[config.mk]
export PLATFORM = sky130hd
export DESIGN_NAME = cic_comb_sequencer_flat
export DESIGN_NICKNAME = d
export VERILOG_FILES = /design/src/rtl/cic_comb_sequencer_pkg.sv /design/src/rtl/cic_comb_sequencer_if.sv /design/src/rtl/cic_comb_sequencer.sv /design/src/flat_wrapper.sv
export SDC_FILE = /design/constraint.sdc
export NUM_CORES = 1
export LEC_CHECK = 0
export ABC_AREA = 0
export BUFFER_PORTS_ARGS = -buffer_cell sky130_fd_sc_hd__buf_2
export CAP_MARGIN = 20
export CORE_UTILIZATION = 25
export DETAILED_ROUTE_END_ITERATION = 12
export PLACE_DENSITY = 0.49
export SLEW_MARGIN = 20
export SYNTH_ARGS = -nofsm -noshare
export SYNTH_HDL_FRONTEND = slang
export SYNTH_SLANG_ARGS = --single-unit
[constraint.sdc]
create_clock -name clk -period 4.1 [get_ports clk]
set_clock_uncertainty 0.15 [all_clocks]
set_input_delay 0.615 -clock clk [delete_from_list [all_inputs] [get_ports clk]]
set_output_delay 0.615 -clock clk [all_outputs]
set_load 0.01 [all_outputs]
[src/rtl/cic_comb_sequencer_pkg.sv]
// cic_pkg: state encoding and sizing helpers shared by the CIC comb sequencer files
package cic_pkg;
   typedef enum logic [1:0] {
      S_IDLE  = 2'd0,
      S_READ  = 2'd1,
      S_WRITE = 2'd2,
      S_DONE  = 2'd3
   } state_t;
   localparam int CHANNELS_DEF = 8;
   function automatic int ch_width(input int n);
      return (n > 1) ? $clog2(n) : 1;
   endfunction
   function automatic int frame_len(input int n);
      return 2 * n + 1;
   endfunction
   localparam int FRAME_LEN = frame_len(CHANNELS_DEF);
endpackage

[src/rtl/cic_comb_sequencer_if.sv]
// cic_comb_sequencer_if: comb-side control bundle driven by the sequencer (master) into the comb/FIR path (slave)
interface cic_comb_sequencer_if
   import cic_pkg::*;
#(
   parameter int CHANNELS = 8
);
   localparam int CW = ch_width(CHANNELS);
   logic          comb_read_en;
   logic          comb_wr_en;
   logic [CW-1:0] comb_channel;
   logic [CW-1:0] src_channel;
   logic          out_valid;
   logic [CW-1:0] out_channel;
   modport master (output comb_read_en, comb_wr_en, comb_channel, src_channel, out_valid, out_channel);
   modport slave  (input  comb_read_en, comb_wr_en, comb_channel, src_channel, out_valid, out_channel);
endinterface

[src/rtl/cic_comb_sequencer.sv]
// cic_comb_sequencer: walks every channel through a READ/WRITE pair per decimation tick; optional CIC_SEQ_OVERRUN_CNT_EN adds a saturating overrun counter
module cic_comb_sequencer
   import cic_pkg::*;
#(
   parameter int CHANNELS = 8
) (
   input  logic                        clk,
   input  logic                        resetn,
   input  logic                        enable,
   input  logic                        start,
   input  logic                        overrun_clr,
   cic_comb_sequencer_if.master        bus,
   output logic                        busy,
   output logic                        done,
   output logic                        overrun
`ifdef CIC_SEQ_OVERRUN_CNT_EN
   ,
   output logic [7:0]                  overrun_count
`endif
);
   localparam int            CW   = ch_width(CHANNELS);
   localparam logic [CW-1:0] LAST = CW'(CHANNELS - 1);
   state_t        r_state, w_next;
   logic [CW-1:0] r_ch, w_ch_next;
   logic          r_overrun;
   logic          w_in_sweep, w_go, w_discard;
   assign w_in_sweep = (r_state == S_READ) || (r_state == S_WRITE);
   assign w_go       = start && enable;
   assign w_discard  = start && w_in_sweep;
   // next state and channel: a sweep restarts at channel 0 only from IDLE or DONE
   always_comb begin
      w_next    = r_state;
      w_ch_next = r_ch;
      case (r_state)
         S_IDLE:  begin
            w_next    = w_go ? S_READ : S_IDLE;
            w_ch_next = w_go ? '0 : r_ch;
         end
         S_READ:  w_next = S_WRITE;
         S_WRITE: begin
            w_next    = (r_ch == LAST) ? S_DONE : S_READ;
            w_ch_next = (r_ch == LAST) ? r_ch : r_ch + CW'(1);
         end
         default: begin
            w_next    = w_go ? S_READ : S_IDLE;
            w_ch_next = w_go ? '0 : r_ch;
         end
      endcase
   end
   // state, channel and sticky overrun (a new overrun beats a same-cycle clear)
   always_ff @(posedge clk or posedge resetn) begin
      if (resetn) begin
         r_state   <= S_IDLE;
         r_ch      <= '0;
         r_overrun <= 1'b0;
      end else begin
         r_state   <= w_next;
         r_ch      <= w_ch_next;
         r_overrun <= (w_discard && enable) || (r_overrun && !overrun_clr);
      end
   end
   assign bus.comb_read_en = (r_state == S_READ);
   assign bus.comb_wr_en   = (r_state == S_WRITE);
   assign bus.comb_channel = w_in_sweep ? r_ch : '0;
   assign bus.src_channel  = w_in_sweep ? r_ch : '0;
   assign bus.out_valid    = (r_state == S_WRITE);
   assign bus.out_channel  = (r_state == S_WRITE) ? r_ch : '0;
   assign busy             = w_in_sweep;
   assign done             = (r_state == S_DONE);
   assign overrun          = r_overrun;
`ifdef CIC_SEQ_OVERRUN_CNT_EN
   logic [7:0] r_cnt;
   // saturating count of starts discarded mid-sweep; clear has priority over increment
   always_ff @(posedge clk or posedge resetn) begin
      if (resetn)                         r_cnt <= '0;
      else if (overrun_clr)               r_cnt <= '0;
      else if (w_discard && r_cnt != 8'hFF) r_cnt <= r_cnt + 8'd1;
   end
   assign overrun_count = r_cnt;
`endif
endmodule

[src/flat_wrapper.sv]
// flat-port wrapper written by rule: the top's interface ports become plain ports
module cic_comb_sequencer_flat import cic_pkg::*;
#(
   parameter int CHANNELS = 8
)
  (clk, resetn, enable, start, overrun_clr, busy, done, overrun, bus_comb_read_en, bus_comb_wr_en, bus_comb_channel, bus_src_channel, bus_out_valid, bus_out_channel);
  cic_comb_sequencer_if #(.CHANNELS(CHANNELS)) bus_i ();
  input  logic clk;
  input  logic resetn;
  input  logic enable;
  input  logic start;
  input  logic overrun_clr;
  output logic busy;
  output logic done;
  output logic overrun;
  output wire logic [$bits(bus_i.comb_read_en)-1:0] bus_comb_read_en;
  output wire logic [$bits(bus_i.comb_wr_en)-1:0] bus_comb_wr_en;
  output wire logic [$bits(bus_i.comb_channel)-1:0] bus_comb_channel;
  output wire logic [$bits(bus_i.src_channel)-1:0] bus_src_channel;
  output wire logic [$bits(bus_i.out_valid)-1:0] bus_out_valid;
  output wire logic [$bits(bus_i.out_channel)-1:0] bus_out_channel;
  assign bus_comb_read_en = bus_i.comb_read_en;
  assign bus_comb_wr_en = bus_i.comb_wr_en;
  assign bus_comb_channel = bus_i.comb_channel;
  assign bus_src_channel = bus_i.src_channel;
  assign bus_out_valid = bus_i.out_valid;
  assign bus_out_channel = bus_i.out_channel;
  cic_comb_sequencer #(.CHANNELS(CHANNELS)) u_core (.clk(clk), .resetn(resetn), .enable(enable), .start(start), .overrun_clr(overrun_clr), .bus(bus_i), .busy(busy), .done(done), .overrun(overrun));
endmodule
==> reports/metrics.csv <==
stage,metric,value,unit
synth,#FFs+latches synth,6,
floorplanning,die area,0.00187,sq mm
grt,GR Util met1,0.133,
synth,Synth cell types,18,
worst_setup_path,crit end category,output port,
layout,share of cells above drive strength 1,0.444,
route,via-per-instance ratio,4.57,
grt,"Remaining Overflow, GRT",0,
worst_setup_path,end point of the critical path,bus_out_channel[2],
clock_network,CTS Hold Bufs,0,
synth,Mapped Avg Cell Area,9.25,sq um
clock_network,Clock transition at path regs,0.05,ns
worst_setup_path,CP Depth,4,
worst_setup_path,Worst Path Max Fanout,11,
timing,endpoints failing setup,0,
grt,GR met3 Demand/Resource,0.0383,
clock_network,CTS tree,yes,
worst_setup_path,buffers and inverters on the worst path,2,
timing,measured slew at the worst slew-check pin,0.360,ns
synth,post-synthesis cell count,46,
worst_setup_path,CP arrival,1.39,ns
synth,"Seq/Total Area, Yosys",0.353,
layout,ant diodes,0,
grt,vias in the first global route,326,
clock_network,post-cts resize count,0,
floorplanning,number of top-level pins,20,
clock_network,Bufs on Longest Clock Path,2,
timing,RSZ-0062 raised after global routing,false,
timing,Final Hold Viols,0,
timing,min Tclk post-route,2.16,ns
pwr,Power Density,298,mW/mm^2
floorplanning,Core Area,0.00154,sq mm
grt,pin count of the biggest net entering global routing,12,
floorplanning,die width,43.3,microns
floorplanning,die height,43.3,microns
layout,fin cells,79,
route,drt first-iter violations,3,
grt,grt peak-use layer,met2,
synth,Synth Warn #,0,
timing,Slew Limit Fails,0,
place,Port-buffer cells,19,
route,final WL,840,microns
layout,Nets,75,
route,TritonRoute pass-1 iters,3,
floorplanning,row count,14,
clock_network,CTS H-tree depth,1,
pwr,Leakage,0.311,nW
grt,global-route wire length before repair,1430,microns
worst_setup_path,crit-path cells,"inv_1, ha_1, and2_2, buf_2",
clock_network,CTS Sinks,6,
synth,Netlist Area Pre-Place,425,sq um
worst_setup_path,max incr delay on CP,0.39,ns
route,via count,361,
run_status,status,completed,
job,number of max-cap violations,0,
grt,initial antenna violation count,0,
worst_setup_path,startpoint types,flip-flop,
place,Placer Congestion,0.705,
worst_hold_path,Hold Path Class,in2async,
layout,Area Overhead vs Synth,23.5,%
synth,Yosys top cell by area,dfrtp_1,
worst_setup_path,Crit path max-delay family,flip-flops,
clock_network,# Post-CTS Setup Buffers,0,
pwr,peak supply drop,182,uV
synth,Synth top area share,0.353,
worst_setup_path,Critical Path Start,u_core.r_state[0],
worst_setup_path,FF-to-FF End,u_core.r_ch[0],
timing,Max Clk Rate,0.464,GHz
route,Routed Antenna Nets,0,
worst_setup_path,cells on worst reg2reg path,4,
floorplanning,Initial Utilization,0.276,
route,DRC Markers,0,
grt,met2 Resource Use GR,0.155,
grt,Total GRT Usage,0.113,
worst_setup_path,R2R Setup Slk,2.50,ns
worst_setup_path,required time of the critical path,3.34,ns
timing,setup TNS,0,ns
timing,period utilisation layout,0.526,
synth,syn_nets,56,
worst_setup_path,worst r2r src,u_core.r_ch[0],
synth,Area contributors post-synth,"dfrtp_1, ha_1, buf_4, and2_2, inv_1",
place,placed insts,76,
clock_network,total CTS buffers,3,
clock_network,CTS root buffer,clkbuf_4,
timing,worst rel slew slack,0.760,
clock_network,worst skew pair latency,0.25,ns
worst_setup_path,Crit Path Class,reg2out,
layout,layout filler cell count,161,
route,WL per Instance,10.6,microns
worst_setup_path,slowest cell on the critical path,dfrtp_1,
-- logic make-up after synthesis --
group | share of synthesized area
AND/OR/NAND/NOR | 0.203
buffers and inverters | 0.132
AO/OA/AOI/OAI | 0.165
adder cells (fa/ha/maj) | 0.147
flip-flops | 0.353
-- per-stage QoR --
stage	util	worst slack [ns]	cell area, sq um	power, mW	hold WS (ns)
floorplan	-	2.19	425	0.0920	0.256
global placement	0.326	2.21	503	0.102	0.378
detailed placement	0.326	2.20	503	0.102	0.391
CTS	0.341	1.93	526	0.160	0.119
global route	0.341	1.83	526	0.168	0.141
finish	0.341	1.94	526	0.157	0.114
-- report_power, final --
group	switching, mW	internal, mW
Sequential	0.00449	0.0636
Clock	0.0232	0.0332
Combinational	0.0168	0.0156
-- cells in the mapped netlist --
cell      number
buf_4          5
dfrtp_1        6
a21o_1         1
or2_4          1
nand2_1        4
a21oi_2        1
o21ai_0        3
nor2b_1        3
o22ai_1        1
nand2b_1       2
nor2_1         1
a21oi_1        1
a22o_2         1
a22o_1         2
and2_2         3
ha_1           5
nor3_1         1
inv_1          5
-- worst register-to-register path: cells and delay by family (launching register included) --
kind	cells	cell delay [ns]
compound gates	2	0.45
flops	1	0.43
fa+ha+maj	2	0.47
-- placed cells by master, fill, tap and decap left out, drive strengths merged --
cell and n:
a21o 1, a21oi 2, a22o 3, and2 3, buf 19, clkbuf 3, dfrtp 6, ha 5
inv 5, nand2 4, nand2b 2, nor2 1, nor2b 3, nor3 1, o21ai 3, o22ai 1
or2 1
-- state kept, by name, indices dropped and copies added (netlist names) --
signal	flops
u_core.overrun	1
u_core.r_ch	3
u_core.r_state	2
-- layout make-up --
type | instances | area (sq um) | area share
multi-input cells | 30 | 219 | 0.417
well taps | 16 | 20.0 | 0.0381
clock buffers | 3 | 22.5 | 0.0429
flip-flops and latches | 6 | 150 | 0.286
inverters | 5 | 18.8 | 0.0357
repair buffers | 19 | 95.1 | 0.181
-- layer usage --
metal	up-vias	routed length [microns]
li1	181	-
met1	158	389
met2	18	353
met3	4	56
met4	0	40
met5	-	0
-- worst min-delay path by stage --
stage / from / to / depth (start not counted)
after global placement: u_core.overrun / u_core.overrun / 2
after floorplan: resetn / u_core.overrun / 1
after detailed placement: resetn / u_core.r_state[0] / 2
final: resetn / u_core.r_state[1] / 2
after global routing: resetn / u_core.r_state[1] / 2
after CTS: resetn / u_core.r_state[1] / 2
Power figures use the tool's default switching activity.
